[src/rtl/tap_pkg.sv]
// Shared JTAG TAP definitions: IEEE 1149.1 state codes, synchroniser depth
// default and the next-state rule used by the controller FSM.
package tap_pkg;

    localparam int SYNC_STAGES_DEFAULT = 2;

    typedef enum logic [3:0] {
        TLR      = 4'hF,
        RTI      = 4'hC,
        SEL_DR   = 4'h7,
        CAP_DR   = 4'h6,
        SHIFT_DR = 4'h2,
        EXIT1_DR = 4'h1,
        PAUSE_DR = 4'h3,
        EXIT2_DR = 4'h0,
        UPD_DR   = 4'h5,
        SEL_IR   = 4'h4,
        CAP_IR   = 4'hE,
        SHIFT_IR = 4'hA,
        EXIT1_IR = 4'h9,
        PAUSE_IR = 4'hB,
        EXIT2_IR = 4'h8,
        UPD_IR   = 4'hD
    } tap_state_e;

    function automatic tap_state_e tap_next_state(input tap_state_e cur, input logic tms);
        tap_state_e nxt;
        case (cur)
            TLR:      nxt = tms ? TLR      : RTI;
            RTI:      nxt = tms ? SEL_DR   : RTI;
            SEL_DR:   nxt = tms ? SEL_IR   : CAP_DR;
            SEL_IR:   nxt = tms ? TLR      : CAP_IR;
            CAP_DR:   nxt = tms ? EXIT1_DR : SHIFT_DR;
            SHIFT_DR: nxt = tms ? EXIT1_DR : SHIFT_DR;
            EXIT1_DR: nxt = tms ? UPD_DR   : PAUSE_DR;
            PAUSE_DR: nxt = tms ? EXIT2_DR : PAUSE_DR;
            EXIT2_DR: nxt = tms ? UPD_DR   : SHIFT_DR;
            UPD_DR:   nxt = tms ? SEL_DR   : RTI;
            CAP_IR:   nxt = tms ? EXIT1_IR : SHIFT_IR;
            SHIFT_IR: nxt = tms ? EXIT1_IR : SHIFT_IR;
            EXIT1_IR: nxt = tms ? UPD_IR   : PAUSE_IR;
            PAUSE_IR: nxt = tms ? EXIT2_IR : PAUSE_IR;
            EXIT2_IR: nxt = tms ? UPD_IR   : SHIFT_IR;
            UPD_IR:   nxt = tms ? SEL_DR   : RTI;
            default:  nxt = TLR;
        endcase
        return nxt;
    endfunction

endpackage

[src/rtl/tck_edge_sync.sv]
// Brings raw TCK/TMS/TDI into the internal_clk domain and turns TCK
// transitions into single-cycle rise/fall strobes.
module tck_edge_sync
    import tap_pkg::*;
#(
    parameter int STAGES = SYNC_STAGES_DEFAULT
) (
    input  logic clk,
    input  logic rst,
    input  logic tck_raw,
    input  logic tms_raw,
    input  logic tdi_raw,
    output logic tck_rise,
    output logic tck_fall,
    output logic tms_sync,
    output logic tdi_sync
);

    logic [STAGES-1:0] tck_sync_q, tck_sync_d;
    logic [STAGES-1:0] tms_sync_q, tms_sync_d;
    logic [STAGES-1:0] tdi_sync_q, tdi_sync_d;
    logic              tck_prev_q, tck_prev_d;

    // Shift each raw input one stage deeper; the extra flop remembers the last synchronised TCK.
    always_comb begin
        tck_sync_d = {tck_sync_q[STAGES-2:0], tck_raw};
        tms_sync_d = {tms_sync_q[STAGES-2:0], tms_raw};
        tdi_sync_d = {tdi_sync_q[STAGES-2:0], tdi_raw};
        tck_prev_d = tck_sync_q[STAGES-1];
    end

    // Synchroniser and previous-TCK registers.
    always_ff @(posedge clk or posedge rst) begin
        if (rst) begin
            tck_sync_q <= {STAGES{1'b0}};
            tms_sync_q <= {STAGES{1'b0}};
            tdi_sync_q <= {STAGES{1'b0}};
            tck_prev_q <= 1'b0;
        end else begin
            tck_sync_q <= tck_sync_d;
            tms_sync_q <= tms_sync_d;
            tdi_sync_q <= tdi_sync_d;
            tck_prev_q <= tck_prev_d;
        end
    end

    // A glitch on TCK reaches the last stage as one clean pulse, so it yields at most one rise.
    assign tck_rise = tck_sync_q[STAGES-1] & ~tck_prev_q;
    assign tck_fall = ~tck_sync_q[STAGES-1] & tck_prev_q;
    assign tms_sync = tms_sync_q[STAGES-1];
    assign tdi_sync = tdi_sync_q[STAGES-1];

endmodule

[src/rtl/tap_controller.sv]
// JTAG TAP controller running on internal_clk: oversampled TCK, 16-state
// 1149.1 FSM advanced on TCK rise, TDO launched on TCK fall.
module tap_controller
    import tap_pkg::*;
#(
    parameter int SYNC_STAGES = SYNC_STAGES_DEFAULT
) (
    input  logic       internal_clk,
    input  logic       reg_rst,
    input  logic       reg_tck,
    input  logic       reg_tms,
    input  logic       reg_tdi,
    input  logic       reg_tdo_from_dr,
    output logic       reg_tck_enable,
    output logic       reg_test_logic_reset,
    output logic       reg_capture_dr,
    output logic       reg_shift_dr,
    output logic       reg_update_dr,
    output logic       reg_capture_ir,
    output logic       reg_shift_ir,
    output logic       reg_update_ir,
    output logic       reg_digital_input,
    output logic       reg_tdo,
    output logic       reg_tdo_oe,
    output logic [3:0] reg_tap_state
);

    logic       tck_rise_s;
    logic       tck_fall_s;
    logic       tms_sync_s;
    logic       tdi_sync_s;
    tap_state_e state_q, state_d;
    logic       tdo_q, tdo_d;
    logic       tdo_oe_q, tdo_oe_d;

    tck_edge_sync #(
        .STAGES   (SYNC_STAGES)
    ) u_tck_sync (
        .clk      (internal_clk),
        .rst      (reg_rst),
        .tck_raw  (reg_tck),
        .tms_raw  (reg_tms),
        .tdi_raw  (reg_tdi),
        .tck_rise (tck_rise_s),
        .tck_fall (tck_fall_s),
        .tms_sync (tms_sync_s),
        .tdi_sync (tdi_sync_s)
    );

    // Next state on TCK rise; TDO and its enable are relaunched on TCK fall.
    always_comb begin
        state_d  = state_q;
        tdo_d    = tdo_q;
        tdo_oe_d = tdo_oe_q;
        if (tck_rise_s) begin
            state_d = tap_next_state(state_q, tms_sync_s);
        end else begin
            state_d = state_q;
        end
        if (tck_fall_s) begin
            tdo_d    = reg_tdo_from_dr;
            tdo_oe_d = (state_q == SHIFT_DR) || (state_q == SHIFT_IR);
        end else begin
            tdo_d    = tdo_q;
            tdo_oe_d = tdo_oe_q;
        end
    end

    // FSM state and TDO pin registers; reset drops straight into TLR and disables TDO.
    always_ff @(posedge internal_clk or posedge reg_rst) begin
        if (reg_rst) begin
            state_q  <= TLR;
            tdo_q    <= 1'b0;
            tdo_oe_q <= 1'b0;
        end else begin
            state_q  <= state_d;
            tdo_q    <= tdo_d;
            tdo_oe_q <= tdo_oe_d;
        end
    end

    // Decoded from the state register so data registers act on the strobe that leaves the state.
    assign reg_test_logic_reset = (state_q == TLR);
    assign reg_capture_dr       = (state_q == CAP_DR);
    assign reg_shift_dr         = (state_q == SHIFT_DR);
    assign reg_update_dr        = (state_q == UPD_DR);
    assign reg_capture_ir       = (state_q == CAP_IR);
    assign reg_shift_ir         = (state_q == SHIFT_IR);
    assign reg_update_ir        = (state_q == UPD_IR);

    assign reg_tck_enable    = tck_rise_s;
    assign reg_digital_input = tdi_sync_s;
    assign reg_tdo           = tdo_q;
    assign reg_tdo_oe        = tdo_oe_q;
    assign reg_tap_state     = state_q;

endmodule

[config.mk]
export PLATFORM = sky130hd
export DESIGN_NAME = tap_controller
export DESIGN_NICKNAME = d
export VERILOG_FILES = /design/src/rtl/tap_pkg.sv /design/src/rtl/tck_edge_sync.sv /design/src/rtl/tap_controller.sv
export SDC_FILE = /design/constraint.sdc
export NUM_CORES = 1
export LEC_CHECK = 0
export ABC_CLOCK_PERIOD_IN_PS = 1100
export BUFFER_PORTS_ARGS = -buffer_cell sky130_fd_sc_hd__buf_2
export CORE_MARGIN = 5
export CORE_UTILIZATION = 41
export DETAILED_ROUTE_END_ITERATION = 8
export PLACE_DENSITY = 0.79
export SYNTH_ARGS = -nofsm -noshare
export SYNTH_HDL_FRONTEND = slang
export SYNTH_SLANG_ARGS = --single-unit
[constraint.sdc]
create_clock -name internal_clk -period 1.1 [get_ports internal_clk]
set_input_delay 0.11 -clock internal_clk [delete_from_list [all_inputs] [get_ports internal_clk]]
set_output_delay 0.11 -clock internal_clk [all_outputs]
set_load 0.1 [all_outputs]
==> metrics.txt, run 1 <==
status=did not finish; Exit stage=clock tree synthesis; Error=[ERROR DPL-0033] detailed placement checks failed during check placement.; Post-Synth Simple-Gate Area=21.0%; GPL Wtd Cong=0.726; post-synth net total=60; Gate Count Post-Synth=54; CTS Root Cell=clkbuf_4; Inserted Clock Buffers=3; # IOs=21; main combinational cell family by area after synthesis=simple AND/OR/NAND/NOR gates; Area contributors post-synth=dfrtp_1, dfstp_2, nor2_1; Synth Area in Adders=0%; syn avg cell area=about 11 µm²; share of the synthesized area in the top cell type=between 30% and 40%; CTS Hold Bufs=4; sequential-to-total area share from yosys stat=between 50% and 60%; Die H=about 48 µm; Setup Buffers After CTS=10; post-synthesis mux area share=~5.7%; H-tree Lvls=1; Die Wd=47.9 µm; cell row count=13; Mapped Area=approximately 600 µm²; EDFF count, synth=0; top_reg_cell synth=dfrtp_1; Yosys top cell by area=dfrtp_1; CTS Buffer Depth=2; detailed placement HPWL=about 1.1 mm; PortBufs=20; YS warnings=0; Starting Density=about 44%; compound-gate portion of the synthesized area=between 10% and 20%; Yosys cell types=24; Synth Area in XOR/XNOR=0%; Async SR Flop Fraction=100%; Post-CTS Resized=21; clock sink total=13; Synth Register Bits=13
stage by stage:
| step | setup TNS (ns) | instance area [µm²] | util, % | setup WS [ns] | std cells |
|---|---|---|---|---|---|
| after global placement | -1.55 | 1080 | 81.1 | -0.214 | 95 |
| after floorplan | -6.55 | 712 | - | -0.868 | 54 |
| after detailed placement | -1.78 | 1080 | 81.1 | -0.229 | 95 |
cells by family after synthesis:
group / Yosys count
AND/OR/NAND/NOR: 21
flip-flops: 13
AO/OA/AOI/OAI: 11
buffers and inverters: 6
multiplexers: 3
synthesized netlist by cell type (all sizes together), types with 2 or more instances:
cell type and instances:
dfstp 4, nand2b 3, buf 3, a21oi 2
dfrtp 9, o21ai 4, mux2 3, nor2 8
nand2 2, inv 3, nor3b 3
==> run 2: changes to the inputs <==
ABC_CLOCK_PERIOD_IN_PS = 1450   (was 1100)
CORE_AREA = 5 5 66 68   (was not set)
CORE_MARGIN = not set   (was 5)
CORE_UTILIZATION = not set   (was 41)
DIE_AREA = 0 0 71 73   (was not set)
PLACE_DENSITY = not set   (was 0.79)
PLACE_DENSITY_LB_ADDON = 0.15   (was not set)
clock period = 1.45 ns   (was 1.1 ns; I/O delays follow)
==> run 2 against run 1 <==
Effect of this change: the flow now finishes, with violations (negative setup slack); synthesized cell count unchanged; area after synthesis unchanged.
==> metrics.txt, run 2 <==
detailed placement HPWL=approximately 1.1 mm; # IOs=21; worst-path fanout max=7; total track usage=around 6.7%; commonest non-fill, non-tap cell in the layout=buf_12; final setup TNS=-0.422 ns; clock sink total=13; Mapped Area=slightly below 600 µm²; final period utilization=107%; cell row count=23; status=finished, violations left; failing checks=negative setup slack; Starting DRT DRC Count=12; Crit Path Class=flop to output pin; YS warnings=0; Worst Path Required=1.31 ns; skew final=~0.0021 ns; CP arrival=1.41 ns; top_reg_cell synth=dfrtp_1; GPL Wtd Cong=slightly above 0.8; largest net degree at the start of global routing=14; Relative slew margins=approximately two thirds; Die Wd=between 70 and 80 µm; Async SR Flop Fraction=between 90% and 100%; fraction of layout cells with a size suffix above 1=between 60% and 70%; Gate Count Post-Synth=54; Fin Hold WS=around 0.012 ns; initial antenna violation count=0; Register Area=345 µm²; max-slew violations=0; CTS Root Cell=clkbuf_8; most frequent cells after synthesis=dfrtp_1, nor2_1, dfstp_2, o21ai_0; P&R area growth vs syn=98.5%; later-pin clock latency in the skew report=roughly 0.24 ns; Yosys cell types=24; final worst setup slack=-0.102 ns; fin cells=~140; HP Start=reg_tdi; vias in the first global route=550; placed instance count=between 100 and 150; EDFF count, synth=0; Yosys top cell by area=dfrtp_1; Worst Hold Class=input pin to flop; Die Area=roughly 5200 µm²; commonest cells after routing, fill and taps aside=buf_12, buf_4, dfrtp_1, buf_2; Core ar.=roughly 3800 µm²; CP Launch Point=reg_tap_state[2]$_DFFE_PP1P_; first-pass detailed-route iteration total=3; WL final=around 1.5 mm; Setup Viol. Count Final=7; max reg flops=4; Layout Nets=between 90 and 100; Starting Density=between 15 and 20%; Via density=3.67; drt drc=0; syn avg cell area=between 10 and 15 µm²; CTS clk-pin slew, worst paths=~0.050 ns; number of routed nets with antenna violations=0; CTS Buffer Depth=2; slew at the pin closest to its max-slew limit=~0.49 ns; Max Freq=0.644 GHz; Die H=approximately 73 µm; H-tree Lvls=1; dpl ws=0.0505 ns; via count=between 500 and 600; Synth Register Bits=13; most frequent cell after synthesis=dfrtp_1; sequential-to-total area share from yosys stat=about 56%; CTS tree=built; diode count=0; endpoints failing hold=0; share of the synthesized area in the top cell type=approximately two fifths; crit start category=flop; Fillers=403; Inserted Clock Buffers=3; R2R setup slack=0.06 ns; FF-to-FF Start=reg_tap_state[2]$_DFFE_PP1P_; total grt overflow=0; Wirelength per Cell=roughly 11 µm; first-pass GRT wire length=approximately 2.6 mm; Final Critical Period=roughly 1.6 ns; PortBufs=20; RSZ-0062 raised after global routing=true; multi-input logic area=323 µm²; Max-cap violations=0; post-synth net total=60; CP endpoint kind=output pin; Area contributors post-synth=dfrtp_1, dfstp_2, nor2_1
## run 2: cell counts after synthesis
No cell type changed its count.
## run 2: final cells by class
type | count | share of cell area (%)
inverters | 3 | 1.28
repair buffers | 32 | 32.4
flip-flops and latches | 13 | 29.5
well taps | 50 | 5.35
clock buffers | 4 | 3.85
multi-input cells | 35 | 27.6
## run 2: logic make-up after synthesis
| family | Yosys count | share of synthesized area [%] |
|---|---|---|
| and+or+nand+nor | 21 | 21.0 |
| buffers and inverters | 6 | 4.88 |
| DFF | 13 | 56.1 |
| muxes | 3 | 5.73 |
| AOI/OAI and AO/OA | 11 | 12.3 |
## run 2: what timing repair did
action,4_1_cts,5_1_grt
buffers inserted,6,2
pin swaps,5,2
hold buffers,1,1
cloned,0,0
resized for setup,2,2
endpoints found under the setup margin,7,9
hold endpoints to repair,9,1
## run 2: worst max-delay path: stages, from the launching register on
cell and delay (ns):
dfstp_4 0.67, nand2b_4 0.08, nor3b_4 0.22, buf_12 0.20
## run 2: final timing paths
kind                                                       to  cells after the start
min                        u_tck_sync.tdi_sync_q[0]$_DFF_PP0_                      1
min reg2reg                u_tck_sync.tck_sync_q[1]$_DFF_PP0_                      0
min in group asynchronous  u_tck_sync.tdi_sync_q[1]$_DFF_PP0_                      3
max reg2reg                      reg_tap_state[1]$_DFFE_PP1P_                      4
max                                             reg_update_dr                      3
max in group asynchronous        reg_tap_state[0]$_DFFE_PP1P_                      3
## run 2: per-stage QoR
step           area, µm²  util (%)
6_report            1170      30.8
5_1_grt             1170      30.8
4_1_cts             1140      29.9
3_5_place_dp        1030      27.0
3_3_place_gp        1030      27.0
2_1_floorplan        711         -
## run 2: metal layers
layer / global-route usage [%] / routed length, µm / up-vias
li1: - / - / 252
met1: 7.81 / 635 / 235
met2: 10.5 / 720 / 14
met3: 1.79 / 81 / 2
met4: 5.01 / 23 / 0
met5: 0 / 0 / -
Power of run 2 is left out: the tool's default activity adds up to more than one toggle a clock period on the data nets, which glitch-free logic cannot reach.
